[src/rtl/alu_pkg.sv]
// alu_pkg: opcodes, flag bit indices and flag width shared by the ALU pipeline
package alu_pkg;
    localparam logic [5:0] OP_ADD = 6'b100000;
    localparam logic [5:0] OP_SUB = 6'b100010;
    localparam logic [5:0] OP_AND = 6'b100100;
    localparam logic [5:0] OP_OR  = 6'b100101;
    localparam logic [5:0] OP_XOR = 6'b100110;
    localparam logic [5:0] OP_NOR = 6'b100111;
    localparam logic [5:0] OP_SRL = 6'b000010;
    localparam logic [5:0] OP_SRA = 6'b000011;
    localparam logic [5:0] OP_SLL = 6'b000000;
    localparam int FLAG_W = 5;
    localparam int F_Z    = 0;
    localparam int F_C    = 1;
    localparam int F_V    = 2;
    localparam int F_N    = 3;
    localparam int F_ERR  = 4;
endpackage

[src/rtl/alu_pipe_if.sv]
// alu_pipe_if: operand/opcode input handshake and result output handshake of alu_pipe
interface alu_pipe_if #(parameter int N_BITS = 8);
    import alu_pkg::*;
    logic                i_valid;
    logic                o_ready;
    logic [N_BITS-1:0]   i_dato_A;
    logic [N_BITS-1:0]   i_dato_B;
    logic [5:0]          i_operacion;
    logic                o_valid;
    logic                i_ready;
    logic [N_BITS-1:0]   o_alu;
    logic [FLAG_W-1:0]   o_flags;
    modport master (
        output i_valid, i_dato_A, i_dato_B, i_operacion, i_ready,
        input  o_ready, o_valid, o_alu, o_flags
    );
    modport slave (
        input  i_valid, i_dato_A, i_dato_B, i_operacion, i_ready,
        output o_ready, o_valid, o_alu, o_flags
    );
endinterface

[src/rtl/alu_core.sv]
// alu_core: combinational ALU producing result and {err, N, V, C, Z} flags
module alu_core
    import alu_pkg::*;
#(
    parameter int N_BITS = 8
) (
    input  logic [N_BITS-1:0] a,
    input  logic [N_BITS-1:0] b,
    input  logic [5:0]        op,
    output logic [N_BITS-1:0] res,
    output logic [FLAG_W-1:0] flags
);
    localparam int M = N_BITS - 1;
    logic [N_BITS:0] sum;
    logic [N_BITS:0] diff;
    logic            c;
    logic            v;
    logic            err;
    always_comb begin
        sum  = {1'b0, a} + {1'b0, b};
        diff = {1'b0, a} - {1'b0, b};
        res  = '0;
        c    = 1'b0;
        v    = 1'b0;
        err  = 1'b0;
        case (op)
            OP_ADD: begin
                res = sum[M:0];
                c   = sum[N_BITS];
                v   = (a[M] == b[M]) && (sum[M] != a[M]);
            end
            OP_SUB: begin
                res = diff[M:0];
                c   = !diff[N_BITS];
                v   = (a[M] != b[M]) && (diff[M] != a[M]);
            end
            OP_AND: res = a & b;
            OP_OR:  res = a | b;
            OP_XOR: res = a ^ b;
            OP_NOR: res = ~(a | b);
            // native shifts already zero/sign fill for amounts >= N_BITS
            OP_SRL: res = a >> b;
            OP_SRA: res = $signed(a) >>> b;
            OP_SLL: res = a << b;
            default: err = 1'b1;
        endcase
        flags        = '0;
        flags[F_Z]   = (res == '0);
        flags[F_C]   = c;
        flags[F_V]   = v;
        flags[F_N]   = res[M];
        flags[F_ERR] = err;
    end
endmodule

[src/rtl/alu_pipe.sv]
// alu_pipe: valid/ready pipelined ALU with optional operand stage and registered result stage
module alu_pipe
    import alu_pkg::*;
#(
    parameter int N_BITS = 8,
    parameter int REG_IN = 1
) (
    input  logic     i_clk,
    input  logic     i_rst_n,
    alu_pipe_if.slave bus
);
    logic                s1_valid_q, s1_valid_d;
    logic [N_BITS-1:0]   alu_q, alu_d;
    logic [FLAG_W-1:0]   flags_q, flags_d;
    logic                s1_free;
    logic                feed;
    logic [N_BITS-1:0]   c_a, c_b, res;
    logic [5:0]          c_op;
    logic [FLAG_W-1:0]   flg;
    assign s1_free = !s1_valid_q | bus.i_ready;
    generate
        if (REG_IN != 0) begin : g_in
            logic              s0_valid_q, s0_valid_d;
            logic              s0_adv, in_fire;
            logic [N_BITS-1:0] a_q, a_d, b_q, b_d;
            logic [5:0]        op_q, op_d;
            always_comb begin
                s0_adv     = s0_valid_q & s1_free;
                in_fire    = bus.i_valid & (!s0_valid_q | s0_adv);
                s0_valid_d = in_fire | (s0_valid_q & !s0_adv);
                a_d        = in_fire ? bus.i_dato_A : a_q;
                b_d        = in_fire ? bus.i_dato_B : b_q;
                op_d       = in_fire ? bus.i_operacion : op_q;
            end
            always_ff @(posedge i_clk or negedge i_rst_n) begin
                if (!i_rst_n) begin
                    s0_valid_q <= 1'b0;
                    a_q        <= '0;
                    b_q        <= '0;
                    op_q       <= '0;
                end else begin
                    s0_valid_q <= s0_valid_d;
                    a_q        <= a_d;
                    b_q        <= b_d;
                    op_q       <= op_d;
                end
            end
            assign bus.o_ready = !s0_valid_q | s0_adv;
            assign feed        = s0_adv;
            assign c_a         = a_q;
            assign c_b         = b_q;
            assign c_op        = op_q;
        end else begin : g_byp
            assign bus.o_ready = s1_free;
            assign feed        = bus.i_valid & s1_free;
            assign c_a         = bus.i_dato_A;
            assign c_b         = bus.i_dato_B;
            assign c_op        = bus.i_operacion;
        end
    endgenerate
    alu_core #(.N_BITS(N_BITS)) u_core (
        .a     (c_a),
        .b     (c_b),
        .op    (c_op),
        .res   (res),
        .flags (flg)
    );
    always_comb begin
        s1_valid_d = feed | (s1_valid_q & !bus.i_ready);
        alu_d      = feed ? res : alu_q;
        flags_d    = feed ? flg : flags_q;
    end
    always_ff @(posedge i_clk or negedge i_rst_n) begin
        if (!i_rst_n) begin
            s1_valid_q <= 1'b0;
            alu_q      <= '0;
            flags_q    <= '0;
        end else begin
            s1_valid_q <= s1_valid_d;
            alu_q      <= alu_d;
            flags_q    <= flags_d;
        end
    end
    assign bus.o_valid = s1_valid_q;
    assign bus.o_alu   = alu_q;
    assign bus.o_flags = flags_q;
endmodule
[src/flat_wrapper.sv]
// flat-port wrapper written by rule: the top's interface ports become plain ports
module alu_pipe_flat import alu_pkg::*;
#(
    parameter int N_BITS = 8,
    parameter int REG_IN = 1
)
  (i_clk, i_rst_n, bus_i_valid, bus_i_dato_A, bus_i_dato_B, bus_i_operacion, bus_i_ready, bus_o_ready, bus_o_valid, bus_o_alu, bus_o_flags);
  alu_pipe_if #(.N_BITS(N_BITS)) bus_i ();
  input  logic i_clk;
  input  logic i_rst_n;
  input wire logic [$bits(bus_i.i_valid)-1:0] bus_i_valid;
  input wire logic [$bits(bus_i.i_dato_A)-1:0] bus_i_dato_A;
  input wire logic [$bits(bus_i.i_dato_B)-1:0] bus_i_dato_B;
  input wire logic [$bits(bus_i.i_operacion)-1:0] bus_i_operacion;
  input wire logic [$bits(bus_i.i_ready)-1:0] bus_i_ready;
  output wire logic [$bits(bus_i.o_ready)-1:0] bus_o_ready;
  output wire logic [$bits(bus_i.o_valid)-1:0] bus_o_valid;
  output wire logic [$bits(bus_i.o_alu)-1:0] bus_o_alu;
  output wire logic [$bits(bus_i.o_flags)-1:0] bus_o_flags;
  assign bus_i.i_valid = bus_i_valid;
  assign bus_i.i_dato_A = bus_i_dato_A;
  assign bus_i.i_dato_B = bus_i_dato_B;
  assign bus_i.i_operacion = bus_i_operacion;
  assign bus_i.i_ready = bus_i_ready;
  assign bus_o_ready = bus_i.o_ready;
  assign bus_o_valid = bus_i.o_valid;
  assign bus_o_alu = bus_i.o_alu;
  assign bus_o_flags = bus_i.o_flags;
  alu_pipe #(.N_BITS(N_BITS), .REG_IN(REG_IN)) u_core (.i_clk(i_clk), .i_rst_n(i_rst_n), .bus(bus_i));
endmodule
[config.mk]
export PLATFORM = sky130hd
export DESIGN_NAME = alu_pipe_flat
export DESIGN_NICKNAME = d
export VERILOG_FILES = /design/src/rtl/alu_pkg.sv /design/src/rtl/alu_pipe_if.sv /design/src/rtl/alu_core.sv /design/src/rtl/alu_pipe.sv /design/src/flat_wrapper.sv
export SDC_FILE = /design/constraint.sdc
export NUM_CORES = 1
export LEC_CHECK = 0
export ABC_CLOCK_PERIOD_IN_PS = 4500
export BUFFER_PORTS_ARGS = -buffer_cell sky130_fd_sc_hd__buf_2
export CAP_MARGIN = 20
export CORE_ASPECT_RATIO = 0.5
export CORE_MARGIN = 2
export CORE_UTILIZATION = 60
export CTS_BUF_LIST = sky130_fd_sc_hd__clkbuf_16
export DETAILED_ROUTE_END_ITERATION = 8
export GPL_TIMING_DRIVEN = 0
export HOLD_SLACK_MARGIN = 0.12
export PLACE_DENSITY = 0.92
export SETUP_SLACK_MARGIN = 0.5
export SYNTH_ARGS = -nofsm -noshare
export SYNTH_HDL_FRONTEND = slang
export SYNTH_SLANG_ARGS = --single-unit
[constraint.sdc]
create_clock -name i_clk -period 4.5 [get_ports i_clk]
set_input_delay 0 -clock i_clk [delete_from_list [all_inputs] [get_ports i_clk]]
set_output_delay 0 -clock i_clk [all_outputs]
set_load 0.005 [all_outputs]
# Word-level counts from Yosys, hierarchy flattened
# Cells that the tools add are included.
# op_classes
div_mod_pow	0
eq_ne	12
shift	3
addsub	2
bitwise	12
magnitude_cmp	0
reduce_logical	10
mul	0
muxes	4
# op_table
operator	count
$pmux 8 s9	1
$eq 6x6->1 const B	6
$eq 6x2->1 const B	2
$add 8x8->9	1
$reduce_or 9->1	1
$sub 8x8->9	1
$and 8x8->8	1
$logic_not 8->1	1
$not 8->8	1
$or 8x8->8	1
$shl 8x8->8	1
$shr 8x8->8	1
$sshr 8x8->8	1
$xor 8x8->8	1
$logic_not 6->1	1
$logic_not 1->1	5
$and 1x1->1	4
$or 1x1->1	4
$pmux 1 s2	2
$ne 1x1->1	3
$logic_and 1x1->1	2
$eq 1x1->1	1
$mux 1	1
# totals
ramBits	0
inputBits	26
regBits	37
n_memories	0
elab_cells	50
latchBits	0
mem_bits_ro	0
output_inout_bits	15

# Logic depth before layout (Yosys ltp)
# Gate-level depths: netlist of run 1.
# depth
word_depth	6
ltp_mapped	11

# Hierarchy
# Synthesis of run 1 repeated with hierarchy kept, for this count alone.
# hier_totals
cells_unflattened	391
area_unflattened_um2	3696.0
# by_module_without_submodules
mod	n_inst	area_per_inst_um2	cells_per_inst
alu_core	1	2152.1	310
alu_pipe	1	1544.0	81

# Worst setup path after synthesis of run 1
# No wires, ideal clock.
# synth_path
path_kind	register to register
startpoint	register u_core.g_in.b_q[2] (netlist: u_core.c_b[2])
endpoint	register u_core.flags_q[0] (netlist: u_core.bus.o_flags[0])
setup_slack_ns	1.685
arrival_time_ns	2.723
setup_ns	0.092
stages_incl_launch_ff	11
n_path_buf	1
cell_sequence	dfrtp_1 > clkbuf_1 > inv_1 > ha_1 > inv_1 > o21bai_1 > a31oi_1 > a221o_1 > a2111o_1 > or3_1 > o31ai_2
# synth_via
elab_chain_len	4
elab_cells_between_ends	11
# synth_lines
item	line_no	source
start: declaration	alu_pipe.sv:25	logic [N_BITS-1:0] a_q, a_d, b_q, b_d;
start signal: assignment	alu_pipe.sv:39	b_q <= '0;
start signal: assignment	alu_pipe.sv:44	b_q <= b_d;
parallel branches: the longest is 2 deep, another holds $sub 8x8->9	-	
$pmux 8 s9 *	alu_core.sv:26	case (op)
$logic_not 8->1 *	alu_core.sv:48	flags[F_Z] = (res == '0);
end signal: assignment	alu_pipe.sv:81	flags_q <= flags_d;
end: declaration	alu_pipe.sv:14	logic [FLAG_W-1:0] flags_q, flags_d;
# Mark *: on every way between the ends.
# A chain may end at the register's enable or synchronous reset.

# Worst setup path after layout of run 1
# Ends and elaborated chain as after synthesis.

==> results of run 1 <==
## synthesized netlist by cell type, drive strengths merged (6+ instances only)
library cell	count
a21oi	23
buf	10
clkbuf	15
dfrtp	36
ha	24
inv	27
mux2	29
mux2i	9
mux4	7
nand2	29
nand3	16
nor2	16
nor3	7
o211ai	6
o21ai	25
## flip-flops by register name, summed over array words and instances, names as in the netlist
name / flops
u_core.bus.o_alu: 7
u_core.bus.o_flags: 5
u_core.bus.o_valid: 1
u_core.c_a: 8
u_core.c_b: 8
u_core.c_op: 6
u_core.g_in.s0_valid_q: 1
## worst reg2reg max path: stages (launching register included)
cell      delay, ns
dfrtp_1        0.38
clkbuf_1       0.42
inv_1          0.20
ha_1           0.42
inv_1          0.10
o21bai_1       0.26
a31oi_1        0.18
a221o_1        0.37
a2111o_1       0.44
or3_1          0.40
o31ai_2        0.21
## final timing paths
kind / from / to / cells after the start
worst min-delay path: i_rst_n / u_core.c_b[5] / 2
worst max-delay path: u_core.c_b[2] / u_core.bus.o_flags[0] / 10
worst max register to register: u_core.c_b[2] / u_core.bus.o_flags[0] / 10
min in group i_clk: u_core.bus.o_flags[1] / u_core.bus.o_flags[1] / 2
max in group asynchronous: i_rst_n / u_core.bus.o_flags[1] / 2
worst min register to register: u_core.bus.o_flags[1] / u_core.bus.o_flags[1] / 2
## layer usage
| layer | up-vias | wire length, um | global-route usage |
|---|---|---|---|
| met1 | 1643 | 4860 | 0.546 |
| li1 | 1555 | - | - |
| met2 | 238 | 4660 | 0.538 |
| met3 | 23 | 1220 | 0.0941 |
| met5 | - | 0 | 0 |
| met4 | 0 | 183 | 0.0778 |
## final cells by class
type                            count  area (um^2)
Clock inverter                      3         37.5
Multi-Input combinational cell    286         2240
Buffer                             25          106
Sequential cell                    36          901
Timing Repair Buffer               66          460
Fill cell                         413         1370
Clock buffer                        5          125
Inverter                           29          109
Tap cell                           73         91.3
## power breakdown
part	switching (mW)	internal [mW]
sequential	0.0681	0.373
clock	0.131	0.257
combinational	0.390	0.279
total	0.590	0.910
## placed cells by master (no fill, tap or decap), types with 6 or more instances in the layout
cell           instances
o21ai_0               24
buf_2                 46
o211ai_1               6
mux2i_1                9
nand2_1               29
nor3_1                 7
mux2_2                29
clkbuf_1              14
a21oi_1               23
mux4_2                 7
ha_1                  24
dfrtp_1               36
inv_1                 27
nand3_1               15
dlygate4sd3_1         26
nor2_1                16
## metrics by stage
stage	setup slack [ns]	instance area, um^2	power (mW)	hold slack, ns	cells
2_1_floorplan	1.68	3360	0.878	-0.296	376
4_1_cts	1.13	4070	1.47	0.374	523
3_3_place_gp	1.21	3650	1.05	0.128	489
3_5_place_dp	1.19	3650	1.07	0.133	489
5_1_grt	0.873	4070	1.59	0.455	523
6_report	1.01	4070	1.50	0.380	523
## cells by family (layout without fill, tap and decap cells)
| kind of cell | count (synthesis) | in the layout |
|---|---|---|
| flops | 36 | 36 |
| fa+ha+maj | 26 | 26 |
| mux | 45 | 45 |
| compound gates | 110 | 110 |
| xor+xnor | 2 | 2 |
| buf+inv | 54 | 128 |
| simple gates | 103 | 103 |
==> reports/qor.csv, run 1 <==
metric;value;unit
outcome;complete, no violations;
hpwl dp;7910;um
pwr dens;368;nW/um^2
Hold Buf Count CTS;26;
CTS sink count;36;
final-report hold violation count;0;
register-to-register setup slack;1.01;ns
post-synthesis simple-gate area fraction;0.165;
die span in y;56.9;um
Syn Inst Count;376;
Fmax;0.287;GHz
HP Class;in -> async;
n_diodes;0;
Die X-Extent;110;um
routed vias;3459;
Most used DFF post-synth;dfrtp_1;
YS warnings;0;
xor and xnor area share after synthesis;0.00522;
Compound-Gate Fraction of Synth Area;0.224;
Max VDD drop;0.276;mV
CP dominant cell by count;inv_1;
Initial DRC Count;414;
remaining antenna violation count;0;
maximum fanout along the worst path;10;
nets@finish;501;
Avg WL per Cell;20.9;um
largest family of logic cells by synthesized area;compound AO/OA/AOI/OAI gates;
CP top delay family;compound AO/OA/AOI/OAI gates;
unrepaired setup endpoints after global routing;false;
post_cts resized;0;
Synth area leaders;dfrtp_1, mux2_2, ha_1, mux4_2, o21ai_0;
share of layout cells above drive strength 1;0.218;
Slew @ Worst Pin;0.808;ns
post-synthesis mux area share;0.171;
Post-synth EDFFs;0;
Worst EP required;4.69;ns
skew final;0.00325;ns
DRC viols;0;
crit-path max cell delay;0.44;ns
htree depth;2;
final period utilization;0.775;
vias in the first global route;3134;
maxcap violations;0;
fin crit period;3.49;ns
Setup TNS;0;ns
crit path max-delay cell type;a2111o_1;
first-pass GRT wire length;17000;um
Post-Synth Adder-Cell Area;0.101;
largest net degree at the start of global routing;37;
Bufs on Longest Clock Path;2;
#FFs+latches synth;36;
row cnt;19;
async set or reset register ratio after synthesis;1.00;
sequential area share after synthesis;0.268;
gp weighted congestion;0.982;
WP buf/inv;3;
Tot GR Track Use;0.368;
max-slew violation count;0;
Critical Path Sink Type;register;
cell taking the most area after synthesis;dfrtp_1;
initial antenna violation count;0;
Via density;6.61;
Area Growth Syn to Fin;21.3;%
Unique masters post-synth;62;
later-pin clock latency in the skew report;0.28;ns
Syn Area/Cell;8.93;um^2
post-synthesis cell area;3360;um^2
share of the synthesized area in the top cell type;0.268;
Port-buffer cells;40;
CP cell instances;clkbuf_1, inv_1, ha_1, inv_1, o21bai_1, a31oi_1, a221o_1, a2111o_1, or3_1, o31ai_2;
Leakage;1.79;nW
placeable core area;5440;um^2
drt pass-1 iters;5;
clk slew on worst S/H paths;0.05;ns
count of final setup violators;0;
syn nets;428;
final wirelength;10900;um
Initial Util;0.617;
Slew headroom;0.461;
CTS buffer count;5;
root buf cell;clkbuf_16;
Layout Utilization;0.748;
die footprint;6250;um^2
crit path DAT;3.68;ns
Post-CTS Setup Inserts;0;
CP Class;reg -> reg;
CP startpoint kind;register;
CTS tree;yes;
GRT overflow;0;
io pins;41;
Power figures use the tool's default switching activity.
==> inputs of run 2 (changes only) <==
ABC_CLOCK_PERIOD_IN_PS = 3590   (was 4500)
CORE_UTILIZATION = 59   (was 60)
PLACE_DENSITY = 0.91   (was 0.92)
clock period = 3.59 ns   (was 4.5 ns; I/O delays follow)
==> reports/qor.csv, run 2 (synthesized netlist as in run 1, its figures left out) <==
metric;value;unit;change
Logic pwr share;0.453;;+0.006
RR Endpoint;u_core.bus.o_flags[0];;
unrepaired setup endpoints after global routing;false;;
Area Growth Syn to Fin;24.2;%;
later-pin clock latency in the skew report;0.29;ns;about the same
crit path DAT;3.18;ns;-0.50 ns
maximum fanout along the worst path;9;;-1
initial antenna violation count;0;;unchanged
row cnt;19;;unchanged
final-report hold violation count;0;;unchanged
count of final setup violators;0;;unchanged
Internal;1.17;mW;+29%
worst slack at placement;0.331;ns;-0.860 ns
maxcap violations;0;;unchanged
vias in the first global route;3180;;+1.5%
Setup TNS;0;ns;unchanged
io pins;41;;unchanged
htree depth;2;;unchanged
gp weighted congestion;1.02;;+3.7%
Seq pwr share;0.287;;-0.007
Leakage;1.82;nW;+1.8%
HP Class;in -> async;;
DRC viols;0;;unchanged
die span in y;57.3;um;+0.79%
Tot GR Track Use;0.352;;-0.0165
Port-buffer cells;40;;unchanged
placeable core area;5490;um^2;+0.87%
Bufs on Longest Clock Path;2;;unchanged
GRT overflow;0;;unchanged
pwr dens;463;nW/um^2;+26%
final wirelength;10900;um;-0.62%
Slew headroom;0.425;;-0.0363
R2R depth;9;;-1
CTS buffer count;5;;unchanged
Initial DRC Count;434;;+4.8%
first-pass GRT wire length;17100;um;+0.61%
Slew @ Worst Pin;0.863;ns;+0.0544 ns
commonest non-fill, non-tap cells in the layout;buf_2, dfrtp_1, nand2_1, mux2_2;;
clock share of power;0.260;;about the same
Worst EP required;3.78;ns;-0.91 ns
final worst slack;0.604;ns;-0.408 ns
drt pass-1 iters;5;;unchanged
Initial Util;0.611;;-0.00534
CP startpoint kind;register;;
Critical Path Sink Type;register;;
Total Power;1.93;mW;+29%
worst r2r src;u_core.c_a[1];;
share of layout cells above drive strength 1;0.262;;+0.0438
CTS sink count;36;;unchanged
Die X-Extent;111;um;+0.82%
largest net degree at the start of global routing;37;;unchanged
remaining antenna violation count;0;;unchanged
Switching Fraction;0.393;;about the same
skew final;0.00919;ns;+0.00594 ns
CTS tree;yes;;
n_diodes;0;;unchanged
Fmax;0.335;GHz;+17%
switching pwr;0.758;mW;+29%
max-slew violation count;0;;unchanged
Avg WL per Cell;20.6;um;-1.6%
fin crit period;2.99;ns;-0.502 ns
die footprint;6350;um^2;+1.6%
routed vias;3499;;+1.2%
clk slew on worst S/H paths;0.06;ns;about the same
commonest non-fill, non-tap cell in the layout;buf_2;;
nets@finish;506;;+1.0%
Via density;6.63;;+0.20%
outcome;complete, no violations;;
register-to-register setup slack;0.60;ns;-0.41 ns
Max VDD drop;0.391;mV;+42%
root buf cell;clkbuf_16;;
CP Class;reg -> reg;;
final period utilization;0.832;;+0.0566
hpwl dp;7810;um;-1.3%
run 2: critical path: stages (launching register included):
cell	delay [ns]
dfrtp_2	0.49
inv_1	0.16
ha_1	0.33
o21bai_1	0.21
a21oi_2	0.11
o31ai_2	0.27
o221ai_1	0.21
a2111o_1	0.48
or3_1	0.40
o31ai_2	0.22
run 2: per-stage QoR:
step | instances | instance area, um^2 | util | hold slack, ns
6_report | 528 | 4170 | 0.759 | 0.375
2_1_floorplan | 376 | 3360 | - | -0.296
3_5_place_dp | 489 | 3650 | 0.664 | 0.141
3_3_place_gp | 489 | 3650 | 0.664 | 0.140
5_1_grt | 528 | 4170 | 0.759 | 0.449
4_1_cts | 525 | 4100 | 0.747 | 0.373
run 2: layout make-up:
cell class / count / area [um^2]
multi-input combinational: 286 / 2280
fill: 390 / 1320
sequential: 36 / 905
timing repair buffer: 71 / 498
clock buffer: 5 / 125
buffer: 25 / 114
inverter: 29 / 114
tap: 73 / 91.3
clock inverter: 3 / 42.5
run 2: power groups by stage:
stage	combinational, mW	sequential (mW)	clock, mW
after floorplan	0.566	0.535	0
after global placement	0.757	0.549	0
after detailed placement	0.777	0.556	0
after CTS	0.810	0.551	0.506
after global routing	0.939	0.560	0.529
final	0.872	0.554	0.502
run 2: repair_timing:
| action | in CTS | in global routing |
|---|---|---|
| resized for setup | 5 | 15 |
| pin swaps | 0 | 1 |
| buffers inserted | 2 | 3 |
| hold buffers | 26 | 0 |
| endpoints found under the setup margin | 1 | 2 |
| hold endpoints to repair | 60 | 0 |
run 2: worst max-delay path by stage:
stage                     cells past startpoint                    end  slack, ns     startpoint
after floorplan                              10  u_core.bus.o_flags[0]       0.77  u_core.c_b[2]
after global placement                       10  u_core.bus.o_flags[0]       0.40  u_core.c_b[2]
after detailed placement                      9  u_core.bus.o_flags[0]       0.33  u_core.c_b[1]
after CTS                                    10  u_core.bus.o_flags[0]       0.50  u_core.c_a[4]
after global routing                          8  u_core.bus.o_flags[0]       0.49  u_core.c_b[3]
final                                         9  u_core.bus.o_flags[0]       0.60  u_core.c_a[1]
run 2: per-layer routing:
metal | up-vias | global-route usage | share of wire
met2 | 262 | 0.528 | 0.42
li1 | 1568 | - | -
met3 | 21 | 0.109 | 0.15
met5 | - | 0 | 0
met1 | 1648 | 0.501 | 0.41
met4 | 0 | 0.0946 | 0.016
==> inputs of run 3 (changes only) <==
ABC_CLOCK_PERIOD_IN_PS = 3130   (was 3590)
clock period = 3.13 ns   (was 3.59 ns; I/O delays follow)
==> reports/qor.csv, run 3 (synthesized netlist as in run 1, its figures left out) <==
metric;value;unit;change
Slew @ Worst Pin;0.854;ns;-0.00899 ns
Area Growth Syn to Fin;34.9;%;
Avg WL per Cell;22.1;um;+7.5%
maximum fanout along the worst path;10;;+1
Port-buffer cells;40;;unchanged
skew final;0.00798;ns;-0.00121 ns
final period utilization;0.869;;+0.0374
CP Class;reg -> reg;;
share of layout cells above drive strength 1;0.375;;+0.113
Die X-Extent;111;um;unchanged
Critical Path Sink Type;register;;
CP dominant cell by count;inv_1;;
first-pass GRT wire length;17900;um;+4.7%
CTS tree;yes;;
n_diodes;0;;unchanged
io pins;41;;unchanged
crit-path max cell delay;0.41;ns;-0.08 ns
switching pwr;0.977;mW;+29%
die span in y;57.3;um;unchanged
CTS buffer count;5;;unchanged
Setup TNS;0;ns;unchanged
placeable core area;5490;um^2;unchanged
final wirelength;12100;um;+12%
crit path max-delay cell type;a2111o_1;;
gp weighted congestion;0.996;;-2.2%
Via density;6.77;;+2.2%
maxcap violations;0;;unchanged
initial antenna violation count;0;;unchanged
Total Power;2.44;mW;+26%
Fmax;0.368;GHz;+9.8%
root buf cell;clkbuf_16;;
hpwl dp;7600;um;-2.6%
Tot GR Track Use;0.366;;+0.0137
Internal;1.46;mW;+25%
drt pass-1 iters;6;;+1
CP top delay family;compound AO/OA/AOI/OAI gates;;
count of final setup violators;0;;unchanged
Worst EP required;3.32;ns;-0.46 ns
die footprint;6350;um^2;unchanged
Seq pwr share;0.260;;-0.027
CTS sink count;36;;unchanged
Layout Utilization;0.825;;+0.0656
Leakage;1.95;nW;+7.1%
HP Class;in -> async;;
clock share of power;0.238;;-0.022
routed vias;3710;;+6.0%
outcome;complete, no violations;;
later-pin clock latency in the skew report;0.29;ns;about the same
crit path DAT;2.91;ns;-0.27 ns
Max VDD drop;0.320;mV;-18%
CP cell instances;buf_8, inv_1, ha_4, inv_1, a21oi_2, o31ai_4, a221o_1, a2111o_1, or3_1, o31ai_2;;
Initial Util;0.611;;unchanged
commonest non-fill, non-tap cells in the layout;buf_2, mux2_2, nand2_1;;
htree depth;2;;unchanged
WP buf/inv;3;;+2
commonest non-fill, non-tap cell in the layout;buf_2;;
unrepaired setup endpoints after global routing;true;;
Logic pwr share;0.502;;+0.049
Initial DRC Count;465;;+7.1%
fin crit period;2.72;ns;-0.265 ns
nets@finish;526;;+4.0%
pwr dens;538;nW/um^2;+16%
final-report hold violation count;0;;unchanged
CP startpoint kind;register;;
clk slew on worst S/H paths;0.06;ns;about the same
Switching Fraction;0.401;;+0.00762
max-slew violation count;0;;unchanged
DRC viols;0;;unchanged
Slew headroom;0.431;;+0.00599
Bufs on Longest Clock Path;2;;unchanged
vias in the first global route;3433;;+8.0%
row cnt;19;;unchanged
remaining antenna violation count;0;;unchanged
largest net degree at the start of global routing;37;;unchanged
GRT overflow;0;;unchanged
==> run 3: path summary, 6_finish.rpt <==
check	slack, ns	cells after the start	start	endpoint
max in group asynchronous	2.18	2	i_rst_n	u_core.c_b[3]
hold / removal	0.37	2	i_rst_n	u_core.c_b[2]
setup reg to reg	0.41	10	u_core.c_a[4]	u_core.bus.o_flags[0]
setup / recovery	0.41	10	u_core.c_a[4]	u_core.bus.o_flags[0]
hold reg to reg	0.48	2	u_core.bus.o_flags[2]	u_core.bus.o_flags[2]
min in group i_clk	0.47	3	bus_i_dato_B[0]	u_core.c_b[0]
==> run 3: power groups by stage <==
stage                     Combinational [mW]  Sequential [mW]  Clock (mW)
final                                   1.22            0.633       0.581
after global routing                    1.29            0.640       0.614
after CTS                               1.06            0.626       0.577
after detailed placement               0.898            0.637           0
after global placement                 0.876            0.631           0
after floorplan                        0.662            0.614           0
==> run 3: routing by layer <==
metal  wire [um]  GRT usage  vias to the layer above
met2        5090      0.535                      297
met4         588      0.138                        0
met1        4700      0.500                     1721
met3        1740      0.137                       83
met5           0          0                        -
li1            -          -                     1609
==> run 3: worst register-to-register path: stages (launching register included) <==
cell and delay [ns]:
dfrtp_1 0.38, buf_8 0.14, inv_1 0.07, ha_4 0.30
inv_1 0.08, a21oi_2 0.24, o31ai_4 0.13, a221o_1 0.32
a2111o_1 0.41, or3_1 0.34, o31ai_2 0.22
==> run 3: final cells by class <==
cell class	instances	area, um^2
Buffer	25	144
Clock buffer	5	125
Clock inverter	3	42.5
Fill cell	340	963
Inverter	29	126
Multi-Input combinational cell	286	2440
Sequential cell	36	912
Tap cell	73	91.3
Timing Repair Buffer	91	648
==> run 3: repair_timing <==
action | CTS | global route
hold buffers | 26 | 0
endpoints found under the setup margin | 5 | 6
pin swaps | 14 | 17
resized for setup | 39 | 28
endpoints found under the hold margin | 60 | 0
setup buffers | 15 | 10
cloned | 0 | 0
==> run 3: stage by stage <==
| stage | worst slack (ns) | instance area, um^2 | std cells | hold slack, ns |
|---|---|---|---|---|
| after detailed placement | 0.130 | 3670 | 489 | 0.143 |
| final | 0.410 | 4530 | 548 | 0.371 |
| after CTS | 0.500 | 4350 | 538 | 0.379 |
| after floorplan | 0.514 | 3380 | 376 | -0.296 |
| after global placement | 0.167 | 3670 | 489 | 0.137 |
| after global routing | 0.327 | 4530 | 548 | 0.441 |
